$ cat config.mk
export PLATFORM = sky130hd
export DESIGN_NAME = serial_tx9_flat
export DESIGN_NICKNAME = d
export VERILOG_FILES = /design/src/rtl/serial_tx9_if.sv /design/src/rtl/serial_tx9.sv /design/src/flat_wrapper.sv
export SDC_FILE = /design/constraint.sdc
export NUM_CORES = 1
export LEC_CHECK = 0
export CORE_MARGIN = 2
export CORE_UTILIZATION = 50
export CTS_BUF_LIST = sky130_fd_sc_hd__clkbuf_4 sky130_fd_sc_hd__clkbuf_8 sky130_fd_sc_hd__clkbuf_16
export DETAILED_ROUTE_END_ITERATION = 10
export DONT_BUFFER_PORTS = 1
export MAX_ROUTING_LAYER = met4
export PLACE_DENSITY_LB_ADDON = 0.15
export SETUP_SLACK_MARGIN = 0.02
export SLEW_MARGIN = 5
export SYNTH_ARGS = -nofsm -noshare
export SYNTH_HDL_FRONTEND = slang
export SYNTH_SLANG_ARGS = --single-unit
$ cat constraint.sdc
create_clock -name clk -period 2.9 [get_ports clk]
set_input_delay 0.145 -clock clk [delete_from_list [all_inputs] [get_ports clk]]
set_output_delay 0.145 -clock clk [all_outputs]
set_load 0.03 [all_outputs]
$ cat src/rtl/serial_tx9_if.sv
// Byte-producer to serial-transmitter handshake plus the line-side outputs.
// The producer uses the master modport; the transmitter uses the slave modport.
interface serial_tx9_if;
   logic [7:0] data_in;
   logic       start;
   logic       ready;
   logic       tx;
   logic       busy;
   logic       done;

   modport master (
      output data_in,
      output start,
      input  ready,
      input  tx,
      input  busy,
      input  done
   );

   modport slave (
      input  data_in,
      input  start,
      output ready,
      output tx,
      output busy,
      output done
   );
endinterface

$ cat src/rtl/serial_tx9.sv
// LSB-first framed serial transmitter: start(0), D0..D7, parity, stop(1).
// Every line bit is held CLKS_PER_BIT clocks; all outputs come straight from flops.
module serial_tx9 #(
   parameter int CLKS_PER_BIT = 16,
   parameter bit PARITY_ODD   = 1'b1
) (
   input  logic          clk,
   input  logic          reset,
   serial_tx9_if.slave   bus
);

   localparam int BAUD_W = (CLKS_PER_BIT > 1) ? $clog2(CLKS_PER_BIT) : 1;
   localparam logic [BAUD_W-1:0] BAUD_LAST = BAUD_W'(CLKS_PER_BIT - 1);

   typedef enum logic [2:0] {
      S_IDLE   = 3'd0,
      S_START  = 3'd1,
      S_DATA   = 3'd2,
      S_PARITY = 3'd3,
      S_STOP   = 3'd4
   } state_t;

   state_t              state_q, state_d;
   logic [BAUD_W-1:0]   baud_q, baud_d;
   logic [2:0]          bit_q, bit_d;
   logic [8:0]          shreg_q, shreg_d;
   logic                tx_q, tx_d;
   logic                busy_q, busy_d;
   logic                ready_q, ready_d;
   logic                done_q, done_d;
   logic                accept_s;
   logic                baud_end_s;

   function automatic logic parity_of(input logic [7:0] data);
      parity_of = (^data) ^ PARITY_ODD;
   endfunction

   assign accept_s   = bus.start & ready_q;
   assign baud_end_s = (baud_q == BAUD_LAST);

   always_ff @(posedge clk or posedge reset) begin
      if (reset) begin
         state_q <= S_IDLE;
         baud_q  <= '0;
         bit_q   <= 3'd0;
         shreg_q <= 9'h1FF;
         tx_q    <= 1'b1;
         busy_q  <= 1'b0;
         ready_q <= 1'b1;
         done_q  <= 1'b0;
      end else begin
         state_q <= state_d;
         baud_q  <= baud_d;
         bit_q   <= bit_d;
         shreg_q <= shreg_d;
         tx_q    <= tx_d;
         busy_q  <= busy_d;
         ready_q <= ready_d;
         done_q  <= done_d;
      end
   end

   always_comb begin
      state_d = state_q;
      baud_d  = baud_q;
      bit_d   = bit_q;
      shreg_d = shreg_q;
      case (state_q)
         S_IDLE: begin
            baud_d = '0;
            bit_d  = 3'd0;
            if (accept_s) begin
               state_d = S_START;
               shreg_d = {parity_of(bus.data_in), bus.data_in};
            end else begin
               state_d = S_IDLE;
            end
         end
         S_START: begin
            if (baud_end_s) begin
               baud_d  = '0;
               state_d = S_DATA;
            end else begin
               baud_d  = baud_q + BAUD_W'(1);
            end
         end
         S_DATA: begin
            // Shift at each bit end; after eight shifts shreg[0] holds parity.
            if (baud_end_s) begin
               baud_d  = '0;
               shreg_d = {1'b1, shreg_q[8:1]};
               if (bit_q == 3'd7) begin
                  bit_d   = 3'd0;
                  state_d = S_PARITY;
               end else begin
                  bit_d   = bit_q + 3'd1;
               end
            end else begin
               baud_d  = baud_q + BAUD_W'(1);
            end
         end
         S_PARITY: begin
            if (baud_end_s) begin
               baud_d  = '0;
               state_d = S_STOP;
            end else begin
               baud_d  = baud_q + BAUD_W'(1);
            end
         end
         S_STOP: begin
            if (baud_end_s) begin
               baud_d  = '0;
               state_d = S_IDLE;
            end else begin
               baud_d  = baud_q + BAUD_W'(1);
            end
         end
         default: begin
            state_d = S_IDLE;
            baud_d  = '0;
            bit_d   = 3'd0;
            shreg_d = 9'h1FF;
         end
      endcase
   end

   // Outputs are decoded from the next state so the flops line up with state_q.
   always_comb begin
      tx_d   = 1'b1;
      busy_d = 1'b1;
      case (state_d)
         S_IDLE: begin
            tx_d   = 1'b1;
            busy_d = 1'b0;
         end
         S_START: begin
            tx_d   = 1'b0;
         end
         S_DATA, S_PARITY: begin
            tx_d   = shreg_d[0];
         end
         S_STOP: begin
            tx_d   = 1'b1;
         end
         default: begin
            tx_d   = 1'b1;
            busy_d = 1'b0;
         end
      endcase
      ready_d = ~busy_d;
      if ((state_q == S_STOP) && baud_end_s) begin
         done_d = 1'b1;
      end else begin
         done_d = 1'b0;
      end
   end

   assign bus.tx    = tx_q;
   assign bus.busy  = busy_q;
   assign bus.ready = ready_q;
   assign bus.done  = done_q;

endmodule

$ cat src/flat_wrapper.sv
// flat-port wrapper written by rule: the top's interface ports become plain ports
module serial_tx9_flat 
#(
   parameter int CLKS_PER_BIT = 16,
   parameter bit PARITY_ODD   = 1'b1
)
  (clk, reset, bus_data_in, bus_start, bus_ready, bus_tx, bus_busy, bus_done);
  serial_tx9_if bus_i ();
  input  logic clk;
  input  logic reset;
  input wire logic [$bits(bus_i.data_in)-1:0] bus_data_in;
  input wire logic [$bits(bus_i.start)-1:0] bus_start;
  output wire logic [$bits(bus_i.ready)-1:0] bus_ready;
  output wire logic [$bits(bus_i.tx)-1:0] bus_tx;
  output wire logic [$bits(bus_i.busy)-1:0] bus_busy;
  output wire logic [$bits(bus_i.done)-1:0] bus_done;
  assign bus_i.data_in = bus_data_in;
  assign bus_i.start = bus_start;
  assign bus_ready = bus_i.ready;
  assign bus_tx = bus_i.tx;
  assign bus_busy = bus_i.busy;
  assign bus_done = bus_i.done;
  serial_tx9 #(.CLKS_PER_BIT(CLKS_PER_BIT), .PARITY_ODD(PARITY_ODD)) u_core (.clk(clk), .reset(reset), .bus(bus_i));
endmodule
Yosys cells after proc, flatten, opt, wreduce, memory -nomap -nowiden
Index checks and enable logic that the tools add are counted.

Add/sub/neg operators: 2. Eq/ne operators: 12. Mux-type cells: 18. Bitwise gates (word level): 4. Reductions and logical operators: 9.

Operators by type and width (number): 9-bit case mux with 3 select lines (1); 3-bit 2-to-1 mux (7); 9-bit 2-to-1 mux (2); 3-bit case mux with 5 select lines (1); 3-bit by 2-bit == test with 1-bit output, second input constant (4); 3-bit == test, second input constant (3); 4-bit 2-to-1 mux (2); 4-bit OR reduction (2); 8-bit parity (1); 3-bit by 1-bit == test with 1-bit output, second input constant (2); 3-bit case mux with 2 select lines (1); 4-bit by 1-bit adder with 4-bit output, second input constant (1); 4-bit == test, second input constant (1); 2-bit by 1-bit != test with 1-bit output, second input constant (2); 3-bit by 1-bit adder with 3-bit output, second input constant (1); 3-bit logical NOT (1); 1-bit 2-to-1 mux (3); 1-bit NOT (3); 3-bit AND reduction (1); 3-bit OR reduction (1); 1-bit case mux with 2 select lines (1); 2-bit AND reduction (1); 2-bit OR reduction (1); 1-bit AND (1); 1-bit logical AND (1).

Bits in registers: 23. Input port bits: 11. Output and inout port bits: 4. Word-level logic and storage cells: 54.

Logic depth before layout (Yosys ltp)
Depth in word-level cells: 8. Mapped depth: 7. Gate-level depth less buffers: 6.

Worst setup path before layout
No wires, ideal clock.

Path type: reg2reg. Start point: register u_core.baud_q[0]. End point: register u_core.tx_q (netlist: u_core.bus.tx). Library setup time: 0.098 ns. Arrival: 1.577 ns. Data required time: 2.802 ns. Slack: 1.224 ns. Stages on the path, launching flop included: 7. Buffers on the path: 0. Period minus slack after synthesis: 1.676 ns. Cells stage by stage: dfrtp_1 -> ha_1 -> and4b_1 -> nor3_1 -> o21a_1 -> nor3_1 -> o311ai_1.

Cells in the longest elaborated chain, start to end: 6. Elaborated cells between the ends (all ways): 13. Those cells by class: 4 x eq/ne; 8 x mux; 1 x reduce/logical.

Ends and longest elaborated chain: start, declared (RTL line serial_tx9.sv:24) `logic [BAUD_W-1:0] baud_q, baud_d;`; start signal, assigned (RTL line serial_tx9.sv:53) `baud_q <= baud_d;`; 4-bit == test (*) (RTL line serial_tx9.sv:39) `assign baud_end_s = (baud_q == BAUD_LAST);`; 3-bit 2-to-1 mux, on equally long branches; 3-bit case mux with 5 select lines (RTL line serial_tx9.sv:68) `case (state_q)`; 3-bit by 2-bit == test with 1-bit output (RTL line serial_tx9.sv:131) `case (state_d)`; 2-bit OR reduction (RTL line serial_tx9.sv:131); 1-bit case mux with 2 select lines (*) (RTL line serial_tx9.sv:131); net u_core.tx_d (RTL line serial_tx9.sv:27) `logic tx_q, tx_d;`; end signal, assigned (RTL line serial_tx9.sv:56) `tx_q <= tx_d;`; end, declared (RTL line serial_tx9.sv:27).

Mark *: on every way through the listed nets, which the timed path passes. The rest lies on a longest branch. The select of a mux whose other input is x is not followed. A chain may end at the register's enable or synchronous reset.

Final worst setup path
Ends and elaborated chain as after synthesis.

==> results.toml <==
[sta]
fmax_ghz = 0.528
period_share_pct = 65.3
relSlewSlack_pct = 42.5
report.final.setup_viol = 0
finalCriticalPeriod_ns = 1.89
hold_viol = 0
worst_slew_pin_slew_ns = 0.862
tns_ns = 0
fin_hold_ws_ns = 0.0143
finClkSkew_ns = 0.00783
setup_slack_ns = 1.01
finalMaxSlewViolations = 0
grt_setup_unrepaired = "no"

[global_routing]
met2_usage_pct = 30.0
grt_usage_pct = 19.4
grt_max_degree = 24
grt_antenna_before_repair = 0
grt_overflow = 0
grt_pass1_wl_um = 3790
grt_pass1_vias = 823
use_met3_pct = 2.57
grt_busiest_layer = "met2"
use_met1_pct = 26.0

[logic_synthesis]
yosys.area.top_type_share_pct = 25.4
synth_top_area_cell = "dfrtp_1"
syn_avg_cell_area_um2 = 10.2
syn_inst = 116
syn-cell-area_um2 = 1180
synth_nets = 130
synth_warnings = 0
synth_cell_types = 33
ys_top_cells_by_area = "dfrtp_1 25%, dfstp_2 24%, a22oi_1 6.3%"
ys_ff_latch = 23
synth-seq-area-share_pct = 49.8

[setup_path]
cp-start-kind = "flip-flop"
path_buf_inv = 0
path_delay_family = "simple AND/OR/NAND/NOR gates"
worst_ep_required_time_ns = 3.12
critPathKind = "reg2reg"
cp_slowest_cell = "dfrtp_1"
worst_path_most_repeated_cell = "nor3_1"
arrival_ns = 2.11
path_cells = "ha_1 -> and4b_1 -> nor3_1 -> o21a_1 -> nor3_1 -> o311ai_1"
crit_path_max_fanout = 5
cp-end-kind = "flip-flop"
max_stage_delay_ns = 0.43

[drt]
drt-pass1-iter-count = 4
drc_errors = 0
num_vias = 858
wl_per_cell_um = 15.3
drt_iter0_drc = 19
antenna_left = 0
drt_wl_total_um = 2230
routed_via_density = 5.88

[pwr]
p_total_mw = 1.10
p_per_area_nw_per_um2 = 889
leakage_nw = 0.541
irDropWorstVdd_mv = 0.511

[finish]
drive_gt1_share_pct = 17.8
stdcell_count = 146
n_antenna_cell = 0
fin_util_pct = 55.6
design_area_um2 = 1240
syn2layout_area_growth_pct = 5.08
multi_input_area_um2 = 553
fillerInstances = 208
nNetsFinal = 133
regArea_um2 = 589

[cts]
clock-sinks = 23
cts_resized = 0
cts_buffer_depth = 2
post-cts-setup-buffer-count = 0
insertion_delay_ns = 0.30
htree_levels = 1
cts_tree = "yes"
clock-root-buffer = "clkbuf_4"
cts_buffers = 3
clk_pin_slew_worst_paths_ns = 0.13

[placement]
placed_area_um2 = 1190
portBuffers = 0
dp.cells = 140
place.gp.congestion = 0.809
dp_hpwl_um = 1640
dp_slack_ns = 1.04

[run]
cap_violations = 0

[floorplanning]
ios = 15
die_w_um = 52.6
start_util_pct = 52.9
core_area_um2 = 2230
die_area_um2 = 2770
num_rows = 17
dieHeight_um = 52.6

[hold_path]
hp-class = "in2reg"

[status]
status = "complete, no violations"
layer usage:
layer	up-vias	wire [um]
met5	-	0
met4	0	20
met3	2	75
met2	14	1090
met1	426	1040
li1	416	-
synth_stat cells:
cell	count
a21o_1	2
a21oi_1	1
a22oi_1	10
a311oi_1	1
a31oi_1	2
and3_1	3
and4b_1	1
buf_2	2
buf_6	1
clkbuf_1	1
dfrtp_1	12
dfstp_2	11
ha_1	3
inv_1	4
mux2i_1	1
nand2_1	13
nand2b_1	1
nand3_1	10
nand3_2	1
nor2_1	4
nor2_2	2
nor2b_1	1
nor3_1	4
nor3_4	1
o21a_1	2
o21ai_0	5
o21ai_1	3
o21ai_2	1
o311ai_1	1
or2_1	2
or3_4	1
xnor2_1	7
xor2_1	2
logic make-up after synthesis:
group / Yosys count / synth area share (%)
compound gates: 28 / 16.0
xor+xnor: 9 / 6.67
fa+ha+maj: 3 / 3.17
buf+inv: 8 / 3.39
flops: 23 / 49.8
mux: 1 / 0.847
simple gates: 44 / 20.1
path summary, 6_finish.rpt:
path | from | endpoint | slack (ns) | cells past startpoint
max | u_core.baud_q[0] | u_core.bus.tx | 1.01 | 6
min | bus_data_in[3] | u_core.shreg_q[3] | 0.01 | 2
max reg2reg | u_core.baud_q[0] | u_core.bus.tx | 1.01 | 6
min reg2reg | u_core.shreg_q[2] | u_core.shreg_q[2] | 0.49 | 2
max in group asynchronous | reset | u_core.baud_q[0] | 1.93 | 2
min in group asynchronous | reset | u_core.state_q[2] | 0.44 | 2
power breakdown:
part           total, mW  internal (mW)  switching [mW]
combinational      0.310          0.136           0.174
clock              0.155         0.0629          0.0922
sequential         0.639          0.487           0.152
total               1.10          0.686           0.418
layout by cell type, fill, tap and decap left out:
master	instances
nand2_1	13
dfrtp_1	12
dfstp_2	11
a22oi_1	10
nand3_1	10
xnor2_1	7
o21ai_0	5
nor3_1	4
inv_1	4
nor2_1	4
clkbuf_4	4
and3_1	3
o21ai_1	3
ha_1	3
nor2_2	2
o21a_1	2
or2_1	2
xor2_1	2
a21o_1	2
a31oi_1	2
dlygate4sd3_1	2
o21ai_2	1
or3_4	1
nand3_2	1
nand2b_1	1
nor3_4	1
and4b_1	1
a21oi_1	1
o311ai_1	1
a311oi_1	1
nor2b_1	1
mux2i_1	1
registers in the layout, indices dropped and copies added, names as in the netlist:
register	cells
u_core.state_q	3
u_core.bus.ready	1
u_core.shreg_q	9
u_core.baud_q	4
u_core.bus.done	1
u_core.bus.busy	1
u_core.bit_q	3
u_core.bus.tx	1
what timing repair did:
action                                  4_1_cts  5_1_grt
hold buffers                                  1        1
hold endpoints to repair                     12        1
endpoints found under the setup margin        0        0
area by class of cell:
type                    count  share of cell area [%]
flip-flops and latches     23                    47.4
multi-input cells          85                    44.5
well taps                  28                    2.82
clock buffers               4                    2.42
repair buffers              2                    1.61
inverters                   4                    1.21
Note: power is estimated with default switching activity, not from simulation.
